$ cat src/rtl/expr_eval.sv
// Streaming recogniser/evaluator for "num (op num)*" with op in {+,*}.
// One ASCII character per valid cycle; '*' binds tighter than '+'.
module expr_eval #(
  parameter int W          = 32,
  parameter int MAX_DIGITS = 4
) (
  input  logic         clk,
  input  logic         clr_n,
  input  logic         restart,
  input  logic         in_valid,
  input  logic [7:0]   in,
  output logic         out,
  output logic         err,
  output logic [W-1:0] result,
  output logic         ovf
);

  localparam int CW = $clog2(MAX_DIGITS + 1);

  typedef enum logic [1:0] {S_START, S_NUM, S_OP, S_ERR} state_t;

  state_t          state;
  logic [W-1:0]    sum;
  logic [W-1:0]    prod;
  logic [W-1:0]    num;
  logic [CW-1:0]   cnt;

  logic            is_digit;
  logic            is_mul;
  logic            is_add;
  logic [W-1:0]    d_ext;
  logic [2*W-1:0]  mac_full;
  logic [W-1:0]    num_next;
  logic [W-1:0]    mul_b;
  logic [2*W-1:0]  mul_full;
  logic [W:0]      add_full;
  logic            mac_ovf;
  logic            mul_ovf;
  logic            add_ovf;

  // The single multiplier serves both the running result (prod*num_next on a
  // digit) and term closure (prod*num on an operator); the adder likewise.
  always_comb begin
    is_digit = (in >= 8'h30) && (in <= 8'h39);
    is_mul   = (in == 8'h2A);
    is_add   = (in == 8'h2B);
    d_ext    = W'(in[3:0]);
    mac_full = {{W{1'b0}}, num} * (2*W)'(10) + (2*W)'(in[3:0]);
    num_next = (state == S_NUM) ? mac_full[W-1:0] : d_ext;
    mul_b    = is_digit ? num_next : num;
    mul_full = {{W{1'b0}}, prod} * {{W{1'b0}}, mul_b};
    add_full = {1'b0, sum} + {1'b0, mul_full[W-1:0]};
    mac_ovf  = |mac_full[2*W-1:W];
    mul_ovf  = |mul_full[2*W-1:W];
    add_ovf  = add_full[W];
  end

  always_ff @(posedge clk or negedge clr_n) begin
    if (!clr_n) begin
      state  <= S_START;
      sum    <= '0;
      prod   <= W'(1);
      num    <= '0;
      cnt    <= '0;
      out    <= 1'b0;
      err    <= 1'b0;
      ovf    <= 1'b0;
      result <= '0;
    end else if (restart) begin
      state  <= S_START;
      sum    <= '0;
      prod   <= W'(1);
      num    <= '0;
      cnt    <= '0;
      out    <= 1'b0;
      err    <= 1'b0;
      ovf    <= 1'b0;
      result <= '0;
    end else if (in_valid) begin
      case (state)
        S_START, S_OP: begin
          if (is_digit) begin
            state  <= S_NUM;
            num    <= d_ext;
            cnt    <= CW'(1);
            out    <= 1'b1;
            err    <= 1'b0;
            result <= add_full[W-1:0];
            ovf    <= ovf | mul_ovf | add_ovf;
          end else begin
            state <= S_ERR;
            out   <= 1'b0;
            err   <= 1'b1;
          end
        end
        S_NUM: begin
          if (is_digit && (cnt != CW'(MAX_DIGITS))) begin
            num    <= mac_full[W-1:0];
            cnt    <= cnt + CW'(1);
            out    <= 1'b1;
            err    <= 1'b0;
            result <= add_full[W-1:0];
            ovf    <= ovf | mac_ovf | mul_ovf | add_ovf;
          end else if (is_mul) begin
            state <= S_OP;
            prod  <= mul_full[W-1:0];
            num   <= '0;
            cnt   <= '0;
            out   <= 1'b0;
            err   <= 1'b0;
            ovf   <= ovf | mul_ovf;
          end else if (is_add) begin
            state <= S_OP;
            sum   <= add_full[W-1:0];
            prod  <= W'(1);
            num   <= '0;
            cnt   <= '0;
            out   <= 1'b0;
            err   <= 1'b0;
            ovf   <= ovf | mul_ovf | add_ovf;
          end else begin
            // Too many digits or an invalid code: the prefix is dead.
            state <= S_ERR;
            out   <= 1'b0;
            err   <= 1'b1;
          end
        end
        default: begin
          state <= S_ERR;
          out   <= 1'b0;
          err   <= 1'b1;
        end
      endcase
    end
  end

endmodule

$ cat config.mk
export PLATFORM = sky130hd
export DESIGN_NAME = expr_eval
export DESIGN_NICKNAME = d
export VERILOG_FILES = /design/src/rtl/expr_eval.sv
export SDC_FILE = /design/constraint.sdc
export NUM_CORES = 2
export LEC_CHECK = 0
export CAP_MARGIN = 0
export CORE_ASPECT_RATIO = 1.5
export CORE_UTILIZATION = 65
export DETAILED_ROUTE_END_ITERATION = 10
export DONT_BUFFER_PORTS = 1
export GPL_TIMING_DRIVEN = 0
export MAX_ROUTING_LAYER = met4
export PLACE_DENSITY = 0.81
export SETUP_SLACK_MARGIN = 0.1
export SYNTH_ARGS = -nofsm -noshare
export SYNTH_HDL_FRONTEND = slang
export SYNTH_SLANG_ARGS = --single-unit
$ cat constraint.sdc
create_clock -name clk -period 24.9 [get_ports clk]
set_input_delay 3.735 -clock clk [delete_from_list [all_inputs] [get_ports clk]]
set_output_delay 3.735 -clock clk [all_outputs]
set_load 0.03 [all_outputs]
# Word level (Yosys, flattened, before mapping)
# Cells that the tools add are included.
# Widths: inputs -> output; s select.
classes:
  addsub: 3
  multipliers: 2
  order_cmp: 2
  eq_ne: 11
  mux: 59
  n_bitwise: 5
  n_reduce_logical: 16
op_table:
  columns: ["op", "n"]
  rows:
  - ["$mux 32", 24]
  - ["$pmux 32 s2", 2]
  - ["$mul 32x32->64", 1]
  - ["$reduce_or 32->1", 2]
  - ["$add 36x4->37", 1]
  - ["$mul 32x3->35 const B", 1]
  - ["$add 32x32->33", 1]
  - ["$mux 1", 18]
  - ["$mux 3", 6]
  - ["$eq 8x6->1 const B", 2]
  - ["$reduce_and 4->1", 3]
  - ["$ne 3x3->1 const B", 3]
  - ["$ge 8x6->1 const B", 1]
  - ["$le 8x6->1 const B", 1]
  - ["$mux 2", 4]
  - ["$pmux 1 s2", 3]
  - ["$pmux 3 s2", 1]
  - ["$reduce_bool 2->1", 3]
  - ["$reduce_bool 3->1", 2]
  - ["$ne 5x4->1 const B", 1]
  - ["$or 1x1->1", 5]
  - ["$reduce_and 5->1", 1]
  - ["$ne 2x2->1 const B", 2]
  - ["$pmux 2 s2", 1]
  - ["other kinds (8)", 9]
totals:
  regBits: 136
  in_bits: 12

# Logic depth before layout (Yosys ltp)
logic_depth:
  depth_word: 14
  depth_mapped: 51

# Worst setup path after synthesis
# Ideal clock, no wire load.
synth_timing:
  path_kind: "input to register"
  startpoint: "input in[1]"
  endpoint: "register result[31]"
  setup_ns: 0.082
  t_arrival_ns: 13.665
  t_required_ns: 24.818
  path_slack_ns: 11.153
  path_stages: 44
  path_buffers: 3
  cell_sequence: "ha_1 fa_1 a21oi_1 nor2b_1 and3b_1 nand3_1 nor2_1 and3_1 buf_2 xnor2_1 o21ai_0 clkbuf_1 nand2_1 fa_1 fa_1 fa_1 inv_1 fa_1 [8 not listed] ha_1 clkbuf_1 a21oi_2 o211ai_1 a221o_1 or2_2 xor2_1 ha_1 a21oi_1 nor2_1 a21oi_1 o31a_1 a211o_1 o2111ai_1 o21a_1 a221o_1 or4b_2 a31oi_1"
synth_via:
  elab_chain_len: 9
  elab_cells_between_ends: 17
  classes_between: "add/sub: 2; mul: 1; order compare: 2; eq/ne: 2; mux: 7; reduce/logical: 3"
synth_lines:
  columns: ["element", "line", "source"]
  rows:
  - ["from (decl)", "11", "input logic [7:0] in,"]
  - ["$add 36x4->37, or another cell as far along", "48", "mac_full = {{W{1'b0}}, num} * (2*W)'(10) + (2*W)'(in[3:0]);"]
  - ["$mux 32 or $logic_and 1x1->1 (tied branches)", "49, 44", null]
  - ["$mux 32", "50", "mul_b = is_digit ? num_next : num;"]
  - ["$mul 32x32->64", "51", "mul_full = {{W{1'b0}}, prod} * {{W{1'b0}}, mul_b};"]
  - ["$add 32x32->33", "52", "add_full = {1'b0, sum} + {1'b0, mul_full[W-1:0]};"]
  - ["$mux 32 (on tied branches)", "97, 82", null]
  - ["$pmux 32 s2", "80", "case (state)"]
  - ["$mux 32", "79", "end else if (in_valid) begin"]
  - ["$mux 32", "69", "end else if (restart) begin"]
  - ["to (signal assigned)", "88", "result <= add_full[W-1:0];"]
  - ["to (signal assigned)", "102", "result <= add_full[W-1:0];"]
  - ["to (decl)", "14", "output logic [W-1:0] result,"]
# Parallel ways exist; a longest one is shown, timed or not. The select of a mux whose other input is x is not followed.
# A chain may end at the register's enable or synchronous reset.

# Final worst setup path
layout_timing:
  startpoint: "input in[1]"
  endpoint: "register ovf"
layout_via:
  elab_chain_len: 13
  elab_cells_between_ends: 28
  classes_between: "add/sub: 2; mul: 1; order compare: 2; eq/ne: 4; mux: 9; bitwise: 5; reduce/logical: 5"
layout_lines:
  columns: ["element", "line", "source"]
  rows:
  - ["parallel branches: the longest is 13 deep, another holds $mul 32x32->64", null, null]
  - ["to (signal assigned)", "89", "ovf <= ovf | mul_ovf | add_ovf;"]
  - ["to (signal assigned)", "103", "ovf <= ovf | mac_ovf | mul_ovf | add_ovf;"]
  - ["to (signal assigned)", "111", "ovf <= ovf | mul_ovf;"]
  - ["to (decl)", "15", "output logic ovf"]
# Parallel ways; which one is timed is not known. The select of a mux whose other input is x is not followed.

==> metrics.txt <==
Clk pwr share=between 50% and 60%; post-DP HPWL=approximately 130,000 µm; Crit path largest cell delay=between 1 and 1.5 ns; cell total after placement=between 5,000 and 6,000; Seq/Total Area, Yosys=~7.8%; Power Internal=slightly above 400 µW; top_reg_cell synth=dfrtp_1; total clock buffers created by CTS=17; # setup viols final=0; largest family of logic cells by synthesized area=adder cells; Top Ports=47; fin nets=around 6,200; Initial DRC Count=about 3,500; GRT busiest layer=met2; CP Class=input port to flip-flop; Antenna Violating Nets Remaining=0; LEAKAGE=19.89 nW; crit-path leading delay family=adder cells; Core Area=roughly 66,000 µm²; Max Slew Vio Count=27; clk root buf=clkbuf_16; synthesis-to-layout area growth=4.534%; Pre-antenna DRT Iters=8; Max stage delay cell, worst path=clkbuf_1; Mapped Nets=between 6,000 and 7,000; synth top area cells=fa_1, ha_1, dfrtp_1, inv_1, nand2_1; synthesized area=about 44,000 µm²; Compound-Gate Fraction of Synth Area=9.275%; met3 Use GR=16.21%; Non-Filler Instances=approximately 6,000; skew final=between 0.02 and 0.025 ns; Final Hold Fails=0; post-CTS setup buffer count=0; post-CTS sizing=0; initial antenna violation count=21; failing checks=max-capacitance violations, max-slew violations; Die H=roughly 320 µm; Post-synth EDFFs=0; CTS sink count=between 100 and 150; sw frac=26.65%; vias in the first global route=approximately 39,000; Reg area=~3400 µm²; actual slew at the worst max-slew pin=1.599 ns; Yosys cell types=just under 80; routability cong.=1.119; Row Count=~120; Hold Crit Class=flip-flop to flip-flop; Synth Area in Adders=51.67%; M2 GR Usage=about three quarters; Crit path top cell by count=fa_1; clk slew on worst S/H paths=approximately 0.06 ns; Max Cap Viol=3; Ys Warns=0; Flop pwr share=40.5%; footprint of the multi-input gates=35,790 µm²; Initial Util=between 60% and 70%; H-Tree Depth=4; post-synth top area cell=fa_1; grt ovf=0; # fillers=approximately 5,500; global-route wire length before repair=238,000 µm; CP arrival=around 17 ns; Slew HR=-6.572%; status=complete, but fails checks; P_sw=around 150 µW; Synth Area in Simple Gates=between 10% and 20%; Mean Syn Cell Area=8.886 µm²; Avg WL per Cell=between 20 and 30 µm; CP endpoint kind=flip-flop; dpl ws=8.493 ns; mux share of post-synthesis cell area=0.5430%; CTS tree=yes; die area=68,060 µm²; top cell type's share of synthesized area=between 40% and 50%; minimum clock period=~17 ns; routed wire length=about 160,000 µm; Clock Path Buffers=2; Synth Area in XOR/XNOR=2.434%; largest net degree at the start of global routing=between 100 and 150; CTS Hold Bufs=0; Worst-Skew Late Latency=approximately 0.45 ns; Max Fclk=slightly above 60 MHz; worst path bufs/invs=3; layout cells sized above 1=under 10%; Synth Register Bits=about 140; post-layout util=~70%; vias post-DR=around 37,000; Overall Global Routing Usage=around 50%; RSZ-0062 raised after global routing=no; post-route clock period utilization=66.56%; WP data required=about 25 ns; Critical Path Fanout Max=10; Worst IR Drop VDD=about 0.06 mV; Final TNS setup=0 ns; IO buf count=0; Post-route DRC=0; Startpoint Class=input port; chip width=213.3 µm; power density cells=12.44 nW/µm²; Comb pwr share=about a tenth; vias per cell=6.269; ys async rst share=100.0%; setup ws final=about 8.3 ns; met1 Track Usage GR=51.95%; Cells after Synth=4,901
==> sequential cells by signal, indices dropped and copies added (netlist names) <==
signal / count
state: 2
out: 1
err: 1
cnt: 3
num: 32
ovf: 1
result: 32
prod: 32
sum: 32
==> per-stage QoR <==
step	instance area [µm²]	total power [mW]	hold slack [ns]
6_report	45520	0.5664	0.4867
3_3_place_gp	44650	0.2826	0.4685
2_1_floorplan	43550	0.2652	0.4503
4_1_cts	45430	0.5613	0.4878
5_1_grt	45520	0.5773	0.4999
3_5_place_dp	44790	0.2841	0.4737
==> power by group through the flow <==
stage	registers [mW]	clock network [mW]	logic, mW
floorplan	0.232	0	0.0328
detailed placement	0.233	0	0.0507
global placement	0.233	0	0.0492
global route	0.230	0.291	0.0568
CTS	0.230	0.281	0.0510
finish	0.230	0.283	0.0534
==> routing by layer <==
layer / up-vias / wire length (µm)
li1: 15260 / -
met1: 18230 / 49160
met2: 2279 / 71010
met3: 914 / 17000
met4: 0 / 19250
met5: - / 0
==> logic make-up (layout without fill, tap and decap cells) <==
kind of cell,after synthesis,count (layout)
AND/OR/NAND/NOR,1606,1606
flip-flops,136,136
XOR/XNOR,121,121
buffers and inverters,1154,1202
adder cells (fa/ha/maj),1259,1259
multiplexers,22,22
other,0,25
AO/OA/AOI/OAI,603,603
==> placed cells by master (no fill, tap or decap), types with 18 or more instances in the layout <==
cell type  netlist  routed
fa_1           899     899
inv_1          877     877
nand2_1        711     711
and2_1         367     367
ha_1           360     360
clkbuf_1       266     264
nor2b_1        184     184
a21oi_1        160     159
dfrtp_1        135     135
nor2_1         120     120
o21ai_0        117     103
xnor2_1         69      69
a22o_1          55      55
xor2_1          52      52
a21o_1          51      51
nand3_1         46      46
nand2b_1        39      39
nor3_1          29      29
a211oi_1        28      28
nand4_1         28      28
diode_2          0      25
o31ai_1         25      25
o21a_1          23      23
o21ai_1          6      20
and3_1          18      18
o211ai_1        18      18
==> cell type report <==
class,count,area share (%)
antenna,25,0.1374
buffer,277,2.372
clock buffer,21,1.033
clock inverter,10,0.3656
inverter,877,7.231
multi-input combinational,3611,78.62
sequential,136,7.479
tap,877,2.410
timing repair buffer,17,0.3463
==> synth_stat cells, types with 55 or more instances <==
| cell type | count |
|---|---|
| a22o_1 | 55 |
| nor2b_1 | 184 |
| o21ai_0 | 117 |
| and2_1 | 367 |
| nand2_1 | 711 |
| ha_1 | 360 |
| a21oi_1 | 160 |
| dfrtp_1 | 135 |
| xnor2_1 | 69 |
| inv_1 | 877 |
| clkbuf_1 | 266 |
| nor2_1 | 120 |
| fa_1 | 899 |
==> worst reg2reg max path, delay by kind of cell (launching register included) <==
kind            cells  cell delay, ns
compound gates     14            4.25
simple gates        8            1.27
buf+inv             4            1.33
flops               1            0.49
fa+ha+maj          12            5.90
xor+xnor            3            1.08
==> path summary, 6_finish.rpt <==
| kind | startpoint | to | slack [ns] | cells after the start |
|---|---|---|---|---|
| min reg2reg | sum[8] | sum[8] | 0.49 | 2 |
| max in group asynchronous | clr_n | prod[0] | 21.60 | 0 |
| max reg2reg | num[9] | ovf | 10.46 | 41 |
| max | in[1] | ovf | 8.33 | 41 |
| min | sum[8] | sum[8] | 0.49 | 2 |
| min in group asynchronous | clr_n | result[26] | 2.99 | 0 |
No activity file was read; power rests on OpenSTA's default activity.
